**src/rtl/pmem_arbiter.sv**
```systemverilog
// Purpose: shares one physical-memory line port between icache and dcache, round-robin on ties, grant held until pmem_resp.
// Latency: request sampled at edge N drives pmem at N+1; pmem_resp/rdata pass through combinationally; DONE+IDLE gap between grants.
// Backpressure: clients hold read/write until their resp pulse; a waiting client is never served mid-grant (no pre-emption).
module pmem_arbiter #(
  parameter int ADDR_W = 32,
  parameter int LINE_W = 256
) (
  input  logic              clk,
  input  logic              rst_n,
  input  logic              i_pmem_read,
  input  logic              i_pmem_write,
  input  logic [ADDR_W-1:0] i_pmem_address,
  input  logic [LINE_W-1:0] i_pmem_wdata,
  output logic              i_pmem_resp,
  output logic [LINE_W-1:0] i_pmem_rdata,
  input  logic              d_pmem_read,
  input  logic              d_pmem_write,
  input  logic [ADDR_W-1:0] d_pmem_address,
  input  logic [LINE_W-1:0] d_pmem_wdata,
  output logic              d_pmem_resp,
  output logic [LINE_W-1:0] d_pmem_rdata,
  output logic              pmem_read,
  output logic              pmem_write,
  output logic [ADDR_W-1:0] pmem_address,
  output logic [LINE_W-1:0] pmem_wdata,
  input  logic              pmem_resp,
  input  logic [LINE_W-1:0] pmem_rdata
);

  typedef enum logic [1:0] {IDLE, GNT_I, GNT_D, DONE} state_t;
  typedef enum logic {CL_I, CL_D} client_t;

  state_t  state;
  client_t last_grant;
  logic    req_i;
  logic    req_d;

  assign req_i = i_pmem_read | i_pmem_write;
  assign req_d = d_pmem_read | d_pmem_write;

  // Grant FSM: arbitrate in IDLE, hold grant until memory completes, then one bubble cycle.
  // last_grant resets to dcache so the icache wins the first tie.
  always_ff @(posedge clk or negedge rst_n) begin
    if (!rst_n) begin
      state      <= IDLE;
      last_grant <= CL_D;
    end else begin
      case (state)
        IDLE: begin
          if (req_i && (!req_d || last_grant == CL_D)) begin
            state <= GNT_I;
          end else if (req_d) begin
            state <= GNT_D;
          end
        end
        GNT_I: begin
          if (pmem_resp) begin
            last_grant <= CL_I;
            state      <= DONE;
          end
        end
        GNT_D: begin
          if (pmem_resp) begin
            last_grant <= CL_D;
            state      <= DONE;
          end
        end
        DONE:    state <= IDLE;
        default: state <= IDLE;
      endcase
    end
  end

  // Steer the granted client onto the memory port and route the completion back to it only.
  // Outside a grant everything is zero, so a stray pmem_resp never reaches either cache.
  always_comb begin
    pmem_read    = 1'b0;
    pmem_write   = 1'b0;
    pmem_address = '0;
    pmem_wdata   = '0;
    i_pmem_resp  = 1'b0;
    i_pmem_rdata = '0;
    d_pmem_resp  = 1'b0;
    d_pmem_rdata = '0;
    case (state)
      GNT_I: begin
        pmem_read    = i_pmem_read;
        pmem_write   = i_pmem_write;
        pmem_address = i_pmem_address;
        pmem_wdata   = i_pmem_wdata;
        i_pmem_resp  = pmem_resp;
        i_pmem_rdata = pmem_rdata;
      end
      GNT_D: begin
        pmem_read    = d_pmem_read;
        pmem_write   = d_pmem_write;
        pmem_address = d_pmem_address;
        pmem_wdata   = d_pmem_wdata;
        d_pmem_resp  = pmem_resp;
        d_pmem_rdata = pmem_rdata;
      end
      default: ;
    endcase
  end

  // A client asking to read and write the same line at once is malformed; it is forwarded as-is but flagged.
  a_rw_exclusive: assert property (@(posedge clk) disable iff (!rst_n) !(pmem_read && pmem_write));

endmodule

```
**config.mk**
```make
export PLATFORM = sky130hd
export DESIGN_NAME = pmem_arbiter
export DESIGN_NICKNAME = d
export VERILOG_FILES = /design/src/rtl/pmem_arbiter.sv
export SDC_FILE = /design/constraint.sdc
export NUM_CORES = 1
export LEC_CHECK = 0
export CAP_MARGIN = 20
export CORE_AREA = 2 2 633 635
export CTS_CLUSTER_SIZE = 8
export DETAILED_ROUTE_END_ITERATION = 8
export DIE_AREA = 0 0 635 637
export GPL_TIMING_DRIVEN = 0
export SLEW_MARGIN = 10
export SYNTH_ARGS = -nofsm -noshare
export SYNTH_HDL_FRONTEND = slang
export SYNTH_SLANG_ARGS = --single-unit
```
**constraint.sdc**
```tcl
create_clock -name clk -period 3.1 [get_ports clk]
set_clock_uncertainty 0.2 [all_clocks]
set_input_delay 0.775 -clock clk [delete_from_list [all_inputs] [get_ports clk]]
set_output_delay 0.775 -clock clk [all_outputs]
set_load 0.03 [all_outputs]
```
# Word-level counts from Yosys, hierarchy flattened

Index checks and enable logic that the tools add are counted.

Bits in registers: 3
Logic and storage cells: 34

Equal/unequal tests: 7
Multiplexer cells: 15
Bitwise logic cells: 2
Reductions and logical operators: 8

Operators with widths:

| kind                                                  | number |
|---|---|
| 2-to-1 mux 256 bit                                    | 2 |
| case mux 256 bit (2 select lines)                     | 1 |
| case mux 32 bit (2 select lines)                      | 1 |
| 2-to-1 mux 2 bit                                      | 3 |
| case mux 1 bit (2 select lines)                       | 3 |
| case mux 2 bit (3 select lines)                       | 1 |
| equality test 2 bit, second input constant            | 2 |
| 2-to-1 mux 1 bit                                      | 4 |
| inequality test 2 bit, second input constant          | 2 |
| inequality test 3 bit, second input constant          | 1 |
| AND reduction 3 bit                                   | 1 |
| equality test 2 x 1 -> 1 bit, second input constant   | 1 |
| zero test 2 bit                                       | 1 |
| inequality test 2 x 1 -> 1 bit, second input constant | 1 |
| bitwise OR 1 bit                                      | 2 |
| AND reduction 2 bit                                   | 1 |
| nonzero test 2 bit                                    | 1 |
| OR reduction 2 bit                                    | 1 |
| logical AND 1 bit                                     | 1 |
| zero test 1 bit                                       | 1 |
| logical OR 1 bit                                      | 1 |

# Depth between registers and ports, before layout

Depth in word-level cells: 6
Mapped depth: 7
Gate-level depth less buffers: 5

# Least setup slack after synthesis

Ideal clock, no wire load.

Kind: register to output
Start point: reg state[1]
End point: out pmem_address[25]
Arrival: 1.585 ns
Required time: 2.125 ns
Slack: 0.540 ns
Cell stages (with the launch flop): 6
Cells stage by stage: dfrtp_1 inv_1 ha_1 buf_2 clkbuf_1 nor2b_1

Longest elaborated chain between the ends: 2
Elaborated cells on any way between the ends: 3
Those cells by class: eq/ne (2); mux (1)

Ends and longest elaborated chain:

| what                                                                       | line | RTL |
|---|---|---|
| from (decl)                                                                | 33   | `state_t state;` |
| from (signal assigned)                                                     | 45   | `state <= IDLE;` |
| from (signal assigned)                                                     | 51   | `state <= GNT_I;` |
| from (signal assigned)                                                     | 53   | `state <= GNT_D;` |
| equality test 2 bit / equality test 2 x 1 -> 1 bit (equally long branches) | 85   | `case (state)` |
| case mux 32 bit (2 select lines) (*)                                       | 85   |  |
| to (decl)                                                                  | 24   | `output logic [ADDR_W-1:0] pmem_address,` |

Mark *: on every way between the ends. The rest lies on a longest branch, timed or not.

# Worst setup path in the final report

Start point: reg state[1]
End point: out pmem_wdata[63]

Longest elaborated chain between the ends: 2
Elaborated cells on any way between the ends: 3
Those cells by class: eq/ne (2); mux (1)

Ends and longest elaborated chain:

| what                                                                       | line | RTL |
|---|---|---|
| equality test 2 bit / equality test 2 x 1 -> 1 bit (equally long branches) | 85   |  |
| case mux 256 bit (2 select lines) (*)                                      | 85   |  |
| to (decl)                                                                  | 25   | `output logic [LINE_W-1:0] pmem_wdata,` |

Marked as above.

==> flow_summary.yaml <==
run_status:
  status: "complete, but fails checks"
  violations: "setup timing"
synthesis:
  yosysSeqAreaShare_pct: 0.840
  synth_area_per_cell_um2: 7.16
  ys.warnings.count: 0
  syn_nets: 2110
  synth_area_mm2: 0.00908
  synthTopCellsByArea: "and2_1 35%, nor2b_1 20%, a22oi_2 17%"
  post-synth-top-count-cell: "and2_1"
  synthFlopType: "dfrtp_1"
  async_reset_ff_share_pct: 100
  synth_cell_types: 25
  ys_top_cells_by_count: "513 x and2_1, 290 x nor2b_1, 170 x a22oi_1"
  ys_seq_elements: 3
  syn_inst: 1268
  synth_edf_count: 0
  synth_top_cell_by_area: "and2_1"
  synth_top_area_share_pct: 35.3
cells_and_area:
  multiInputGateArea_mm2: 0.00845
  fin_area_mm2: 0.0335
  register_area_um2: 76.3
  area_growth_pct: 268
  nNetsFinal: 3836
  drive_above_1_share_pct: 42.1
  num-fill-cells: 46600
floorplan:
  num_rows: 232
  die_h_um: 637
  fp.coreArea_mm2: 0.398
  dieWidth_um: 635
  ios: 1643
  initial_core_util_pct: 2.28
  design.die.area_mm2: 0.404
flow_run:
  maxCapViolCount: 0
sta:
  fin_crit_ps: 3360
  finalSetupViolCount: 173
  min_period_over_period_pct: 108
  setup_slack_ps: -255
  slew_viol_final: 0
  fmax_ghz: 0.298
  rsz0062_at_grt: "yes"
  max_slew_margin_pct: 36.7
  hold_viol_final: 0
  worst_slew_pin_slew_ps: 949
routing:
  wl_um: 413000
  antenna_left: 0
  via_per_inst: 2.44
  drc_errors: 0
  vias: 20600
  drt-initial-drc-count: 1481
  first_pass_iters: 6
  wl_per_cell_um: 48.9
setup_path:
  path_class: "reg2out"
  start_kind: "flip-flop"
  crit_path_end_kind: "output pin"
  path_max_fanout: 8
  required_ps: 2120
  cp.arrival_ps: 2380
pwr:
  powerDensity_mw_per_mm2: 1100
  total_power_w: 0.0369
  vdd_drop_max_mv: 0.504
  p_leak_nw: 11.7
placement:
  place_ws_ps: -1630
  post-dp-hpwl_um: 394000
  dpl-instance-area_mm2: 0.0323
  place.gp.congestion: 1.16
  io_buffers: 1642
clocking:
  clkLatencyLatePin_ps: 220
  cts_hold_buf: 0
  cts_made_buffers: 3
  htree_levels: 1
  cts_tree: "built"
  cts.sinks: 3
  cts.clk_slew.worst_paths_ps: 30
  cts-root-buf: "clkbuf_16"
  ctsLongestPathBuffers: 2
global_routing:
  grt_pass1_vias: 18400
  track_usage_pct: 19.6
  grt_pass1_wl_um: 454000
  grt_max_degree: 11
  overflow: 0
  antenna_found_initial: 549
worst_hold_path:
  min_path_type: "reg2reg"
## cell families after synthesis
kind of cell / after synthesis / synth area share (%)
mux: 1 / 0.110
compound gates: 296 / 31.1
flops: 3 / 0.841
simple gates: 807 / 55.5
fa+ha+maj: 3 / 0.413
buf+inv: 158 / 12.0
## report_power, final
part | switching [W] | internal [W]
sequential | 0.0000162 | 0.0000659
clock | 0.0000326 | 0.000169
combinational | 0.0242 | 0.0123
total | 0.0243 | 0.0126
## area by class of cell
type                    instances  area share, %
well taps                    5265           19.7
inverters                       4         0.0449
repair buffers               1727           48.1
plain buffers                 148           5.05
flip-flops and latches          3          0.228
multi-input cells            1107           25.2
clock buffers                   4          0.236
diodes                        182           1.36
## per-stage QoR
stage	util (%)	TNS, ps	hold WS [ps]	instances
after floorplan	-	0	279	1268
after global placement	8.07	-569020	301	8175
after detailed placement	8.13	-566650	309	8185
after CTS	8.28	-36710	315	8234
after global routing	8.37	-34480	327	8384
final	8.41	-11610	312	8440
## repair_timing
| action | CTS | global route |
|---|---|---|
| resized for setup | 3820 | 547 |
| pin swaps | 78 | 64 |
| cloned | 3 | 4 |
| endpoints found under the setup margin | 804 | 566 |
| buffers inserted | 52 | 29 |
## worst max-delay path, cell delays in order, from the launching register on
cell and delay (ps):
dfrtp_1 400, buf_6 130, ha_4 240, buf_16 200, buf_8 130, buf_6 120, buf_12 140, a22oi_2 450
nor2b_1 100, buf_4 190
## state kept, by name, summed over array words and instances (netlist names)
name        count
state           2
last_grant      1
## per-layer routing
metal	track usage, %	vias to the layer above	wire [um]
li1	-	7972	-
met4	5.26	170	16000
met5	1.03	-	1540
met2	32.6	2211	189000
met1	19.4	9438	138000
met3	13.9	800	67700
## final timing paths
| check | from | to | slack [ps] | cells after the start |
|---|---|---|---|---|
| min | last_grant$_DFFE_PN1P_ | last_grant$_DFFE_PN1P_ | 310 | 1 |
| max in group asynchronous | rst_n | last_grant$_DFFE_PN1P_ | 1920 | 1 |
| min reg2reg | last_grant$_DFFE_PN1P_ | last_grant$_DFFE_PN1P_ | 310 | 1 |
| min in group asynchronous | rst_n | state[0]$_DFFE_PN0P_ | 560 | 1 |
| max reg2reg | state[0]$_DFFE_PN0P_ | state[0]$_DFFE_PN0P_ | 1290 | 6 |
| max | state[1]$_DFFE_PN0P_ | pmem_wdata[63] | -260 | 9 |
## layout by cell type, fill, tap and decap left out, types with 2 or more instances in the layout
master | synthesis | routed
a22oi_1 | 170 | 84
a22oi_2 | 120 | 206
and2_1 | 513 | 503
and2_2 | 0 | 8
and2_4 | 0 | 2
buf_12 | 1 | 48
buf_16 | 0 | 22
buf_2 | 31 | 178
buf_4 | 7 | 251
buf_6 | 41 | 138
buf_8 | 4 | 26
clkbuf_1 | 19 | 2
clkbuf_16 | 0 | 8
clkbuf_2 | 51 | 141
clkbuf_4 | 0 | 47
clkbuf_8 | 0 | 9
clkdlybuf4s15_1 | 0 | 12
clkdlybuf4s15_2 | 0 | 140
clkdlybuf4s18_2 | 0 | 10
clkdlybuf4s50_1 | 0 | 788
dfrtp_1 | 2 | 2
diode_2 | 0 | 182
dlygate4sd2_1 | 0 | 59
ha_4 | 0 | 3
inv_1 | 4 | 2
inv_2 | 0 | 2
nor2_1 | 2 | 2
nor2b_1 | 290 | 270
nor2b_2 | 0 | 20
Note: power is estimated with default switching activity, not from simulation.
==> patch 1: new RTL, same flow settings <==
Add an input register stage for `i_pmem_read`, with the module's reset; this delays it by one clock. The other inputs are not delayed to match.
--- a/src/rtl/pmem_arbiter.sv
+++ b/src/rtl/pmem_arbiter.sv
@@ -32,2 +32,12 @@
 
+  logic i_pmem_read_q;
+
+  always_ff @(posedge clk or negedge rst_n) begin
+    if (!rst_n) begin
+      i_pmem_read_q <= '0;
+    end else begin
+      i_pmem_read_q <= i_pmem_read;
+    end
+  end
+
   state_t  state;
@@ -37,3 +47,3 @@
 
-  assign req_i = i_pmem_read | i_pmem_write;
+  assign req_i = i_pmem_read_q | i_pmem_write;
   assign req_d = d_pmem_read | d_pmem_write;
@@ -86,3 +96,3 @@
       GNT_I: begin
-        pmem_read    = i_pmem_read;
+        pmem_read    = i_pmem_read_q;
         pmem_write   = i_pmem_write;
Behaviour: not the same (Yosys sat finds a counterexample within 4 cycles, from zero or initial values and one cycle with rst_n low).
==> patch 1 against the unedited design <==
The flow still finishes with violations (negative setup slack). Synthesized cell count about the same. Register-to-register slack got worse by 0.22 ns. Count of clock-buffer cells in the layout unchanged. Fmax decreased by 1.2%. Routed wire length increased by 5.6%. Total power increased by 5.8%. Sequential cell count increased by 1. Setup slack got worse by 0.042 ns. Synthesized area decreased by 6.2%. Non-clock buffer count increased by 19. Final area about the same. Via count increased by 2.5%. Largest power group unchanged.
==> patch 1: results (changes against the unedited design) <==
* Seq/Total Area, Yosys at 1.19% (was 0.840%)
* Failing checks: negative setup slack (unchanged)
* Grt met3 use at 17.2% (was 13.9%)
* Post-synth top cells: 513 x and2_1, 290 x a22oi_1, 290 x nor2b_1 (was 513 x and2_1, 290 x nor2b_1, 170 x a22oi_1)
* Gpl congestion at 1.25 (was 1.16)
* Global routing usage on met2 at 34.8% (was 32.6%)
* Buffering overhead at 53.2% (about the same)
* Switching Power at 0.0256 W (was 0.0243 W)
* Met2 WL at 204,000 um (was 189,000 um)
* CP max stage delay at 0.59 ns (was 0.45 ns)
* Syn Nets at 2,111 (was 2,110)
* Worst Slack Setup Final at -0.297 ns (was -0.255 ns)
* Adder-cell share of the synthesized area at 0.440% (was 0.413%)
* Final setup vio count at 212 (was 173)
* Nets at 3,856 (was 3,836)
* First-pass GRT wire length at 471,000 um (was 454,000 um)
* Number of global-route vias before repair at 18,422 (was 18,397)
* Post-DR wirelength/cell at 51.8 um (was 48.9 um)
* Global router's overall resource usage at 20.4% (was 19.6%)
* DRT Pass-1 Iters at 5 (was 6)
* Core Util, Final at 8.41% (about the same)
* Final setup TNS at -11.79 ns (was -11.61 ns)
* Filler cells at 46,622 (was 46,609)
* Via count at 21,116 (was 20,591)
* Unique masters post-synth at 22 (was 25)
* Synth Register Bits at 4 (was 3)
* Antenna violations before repair at 539 (was 549)
* Final non-filler cell total at 8,414 (was 8,440)
* Status: finished with violations (unchanged)
* Largest regs: state x2, i_pmem_read_q x1, last_grant x1 (was state x2, last_grant x1)
* Yosys warns at 0 (unchanged)
* Inserted Diodes at 136 (was 182)
* Fraction of area in registers at 0.303% (was 0.228%)
* Met1 usage at 18.3% (was 19.4%)
* Area of placed instances at 0.0316 mm2 (was 0.0323 mm2)
* Compound-Gate Fraction of Synth Area at 26.1% (was 31.1%)
* Cells after Synth at 1,269 (was 1,268)
* Pre-CTS WS at -1.72 ns (was -1.63 ns)
* Clock-cell share of area at 0.236% (about the same)
* M1 wire length at 135,000 um (was 138,000 um)
* Final HPWL DP at 411,000 um (was 394,000 um)
* Crit path max fanout at 10 (was 8)
* Bufs w/o clock at 1,894 (was 1,875)
* Met3 wire len at 78,900 um (was 67,700 um)
* Arrival time worst endpoint at 2.42 ns (was 2.38 ns)
* Leakage Power at 12.1 nW (was 11.7 nW)
==> patch 1: cell types whose count changed in the layout (fill, tap and decap cells not counted), sizes merged <==
cell | unedited run | this run
dlygate4sd2 | 59 | 24
clkdlybuf4s15 | 152 | 7
clkdlybuf4s18 | 10 | 0
buf | 663 | 609
clkdlybuf4s50 | 788 | 804
dfrtp | 2 | 3
diode | 182 | 136
clkbuf | 207 | 444
dlymetal6s2s | 0 | 10
==> patch 1: repair_timing <==
action | CTS | global route
endpoints found under the setup margin | 804 | 742
setup buffers | 23 | 62
resized for setup | 3009 | 1860
cloned | 2 | 22
pin swaps | 30 | 105
==> patch 1: final timing paths <==
check                                    to  slack, ns  cells past startpoint
min                              last_grant       0.31                      1
max reg2reg                      last_grant       1.07                      9
min reg2reg                      last_grant       0.31                      1
max                        pmem_address[12]      -0.30                      8
max in group asynchronous        last_grant       1.90                      1
min in group asynchronous          state[0]       0.56                      1
==> patch 2: new RTL, config.mk and constraints unchanged <==
Made on the original files. Change the parameter `ADDR_W` from 32 to 48.
--- a/src/rtl/pmem_arbiter.sv
+++ b/src/rtl/pmem_arbiter.sv
@@ -4,3 +4,3 @@
 module pmem_arbiter #(
-  parameter int ADDR_W = 32,
+  parameter int ADDR_W = 48,
   parameter int LINE_W = 256
Interface: changed (resized d_pmem_address, i_pmem_address and pmem_address); port bits go from 1643 to 1691. No check against the original RTL was run, so the function may have changed too.
==> patch 2 against the unedited design <==
The run still ends with negative setup slack left. Hold slack improved by 0.011 ns. Final area increased by 0.46%. Sequential cell count stayed put. Total power grew 9.3%. Routed wire length grew 5.9%. Critical path depth did not move. Setup slack improved by 0.068 ns. Non-clock buffer count increased by 40. Synthesized area is 8.0% lower.
==> patch 2: results (changes against the unedited design) <==
* Failing checks: negative setup slack (unchanged)
* Bufs w/o clock at 1,915 (was 1,875)
* Adder-cell share of the synthesized area at 0.450% (was 0.413%)
* Unique masters post-synth at 20 (was 25)
* Inserted Diodes at 150 (was 182)
* IO Port Bufs at 1,690 (was 1,642)
* Comb power frac at 99.3% (was 99.2%)
* Gpl congestion at 1.05 (was 1.16)
* Seq/Total Area, Yosys at 0.914% (was 0.840%)
* Syn Nets at 2,180 (was 2,110)
* FF+latch count at 3 (unchanged)
* Worst Slack Setup Final at -0.187 ns (was -0.255 ns)
* Clock-cell share of area at 0.235% (was 0.236%)
* Leakage Power at 12.3 nW (was 11.7 nW)
* Post-synth top cells: 513 x and2_1, 306 x a22oi_1, 306 x nor2b_1 (was 513 x and2_1, 290 x nor2b_1, 170 x a22oi_1)
* Final HPWL DP at 413,000 um (was 394,000 um)
* Largest net degree at the start of global routing at 12 (was 11)
* Final setup vio count at 122 (was 173)
* Area of the multi-input gates at 0.00854 mm2 (was 0.00845 mm2)
* Nets at 3,941 (was 3,836)
* Filler cells at 46,641 (was 46,609)
* Area of placed instances at 0.0320 mm2 (was 0.0323 mm2)
* Reg-to-reg slack, setup at 1.10 ns (was 1.29 ns)
* Logic power comb at 0.0400 W (was 0.0366 W)
* Worst VDD drop at 0.000370 V (was 0.000504 V)
* Ranking of synthesized cells by area: and2_1 38%, a22oi_1 28%, nor2b_1 23% (was and2_1 35%, nor2b_1 20%, a22oi_2 17%)
* Number of global-route vias before repair at 18,939 (was 18,397)
* Compound-Gate Fraction of Synth Area at 28.1% (was 31.1%)
* Global router's overall resource usage at 20.5% (was 19.6%)
* Setup Buffers After CTS at 14 (was 52)
* Cells after Synth at 1,306 (was 1,268)
* Drt via density at 2.55 (was 2.44)
* Status: finished with violations (unchanged)
* WHS at 0.323 ns (was 0.312 ns)
* Layout cells sized above 1 at 39.8% (was 42.1%)
[patch 2: cell count changes after synthesis, sizes merged, moves of 2 or more]
cell	change
clkbuf	+17
a22oi	+16
nor2b	+16
buf	-12
a32o	+2
[patch 2: kinds of logic (layout without fill, tap and decap cells)]
| kind of cell | after synthesis | after routing |
|---|---|---|
| adder cells (fa/ha/maj) | 3 | 3 |
| AO/OA/AOI/OAI | 312 | 312 |
| multiplexers | 1 | 1 |
| buffers and inverters | 163 | 1923 |
| AND/OR/NAND/NOR | 824 | 824 |
| other | 0 | 150 |
| flip-flops | 3 | 3 |
[patch 2: metal layers]
metal / share of wire, % / up-vias / global-route usage [%]
met3: 16 / 950 / 15.7
met5: 0.46 / - / 1.41
met4: 4.6 / 248 / 5.84
met2: 47 / 2406 / 35.4
li1: - / 8196 / -
met1: 32 / 9834 / 18.5
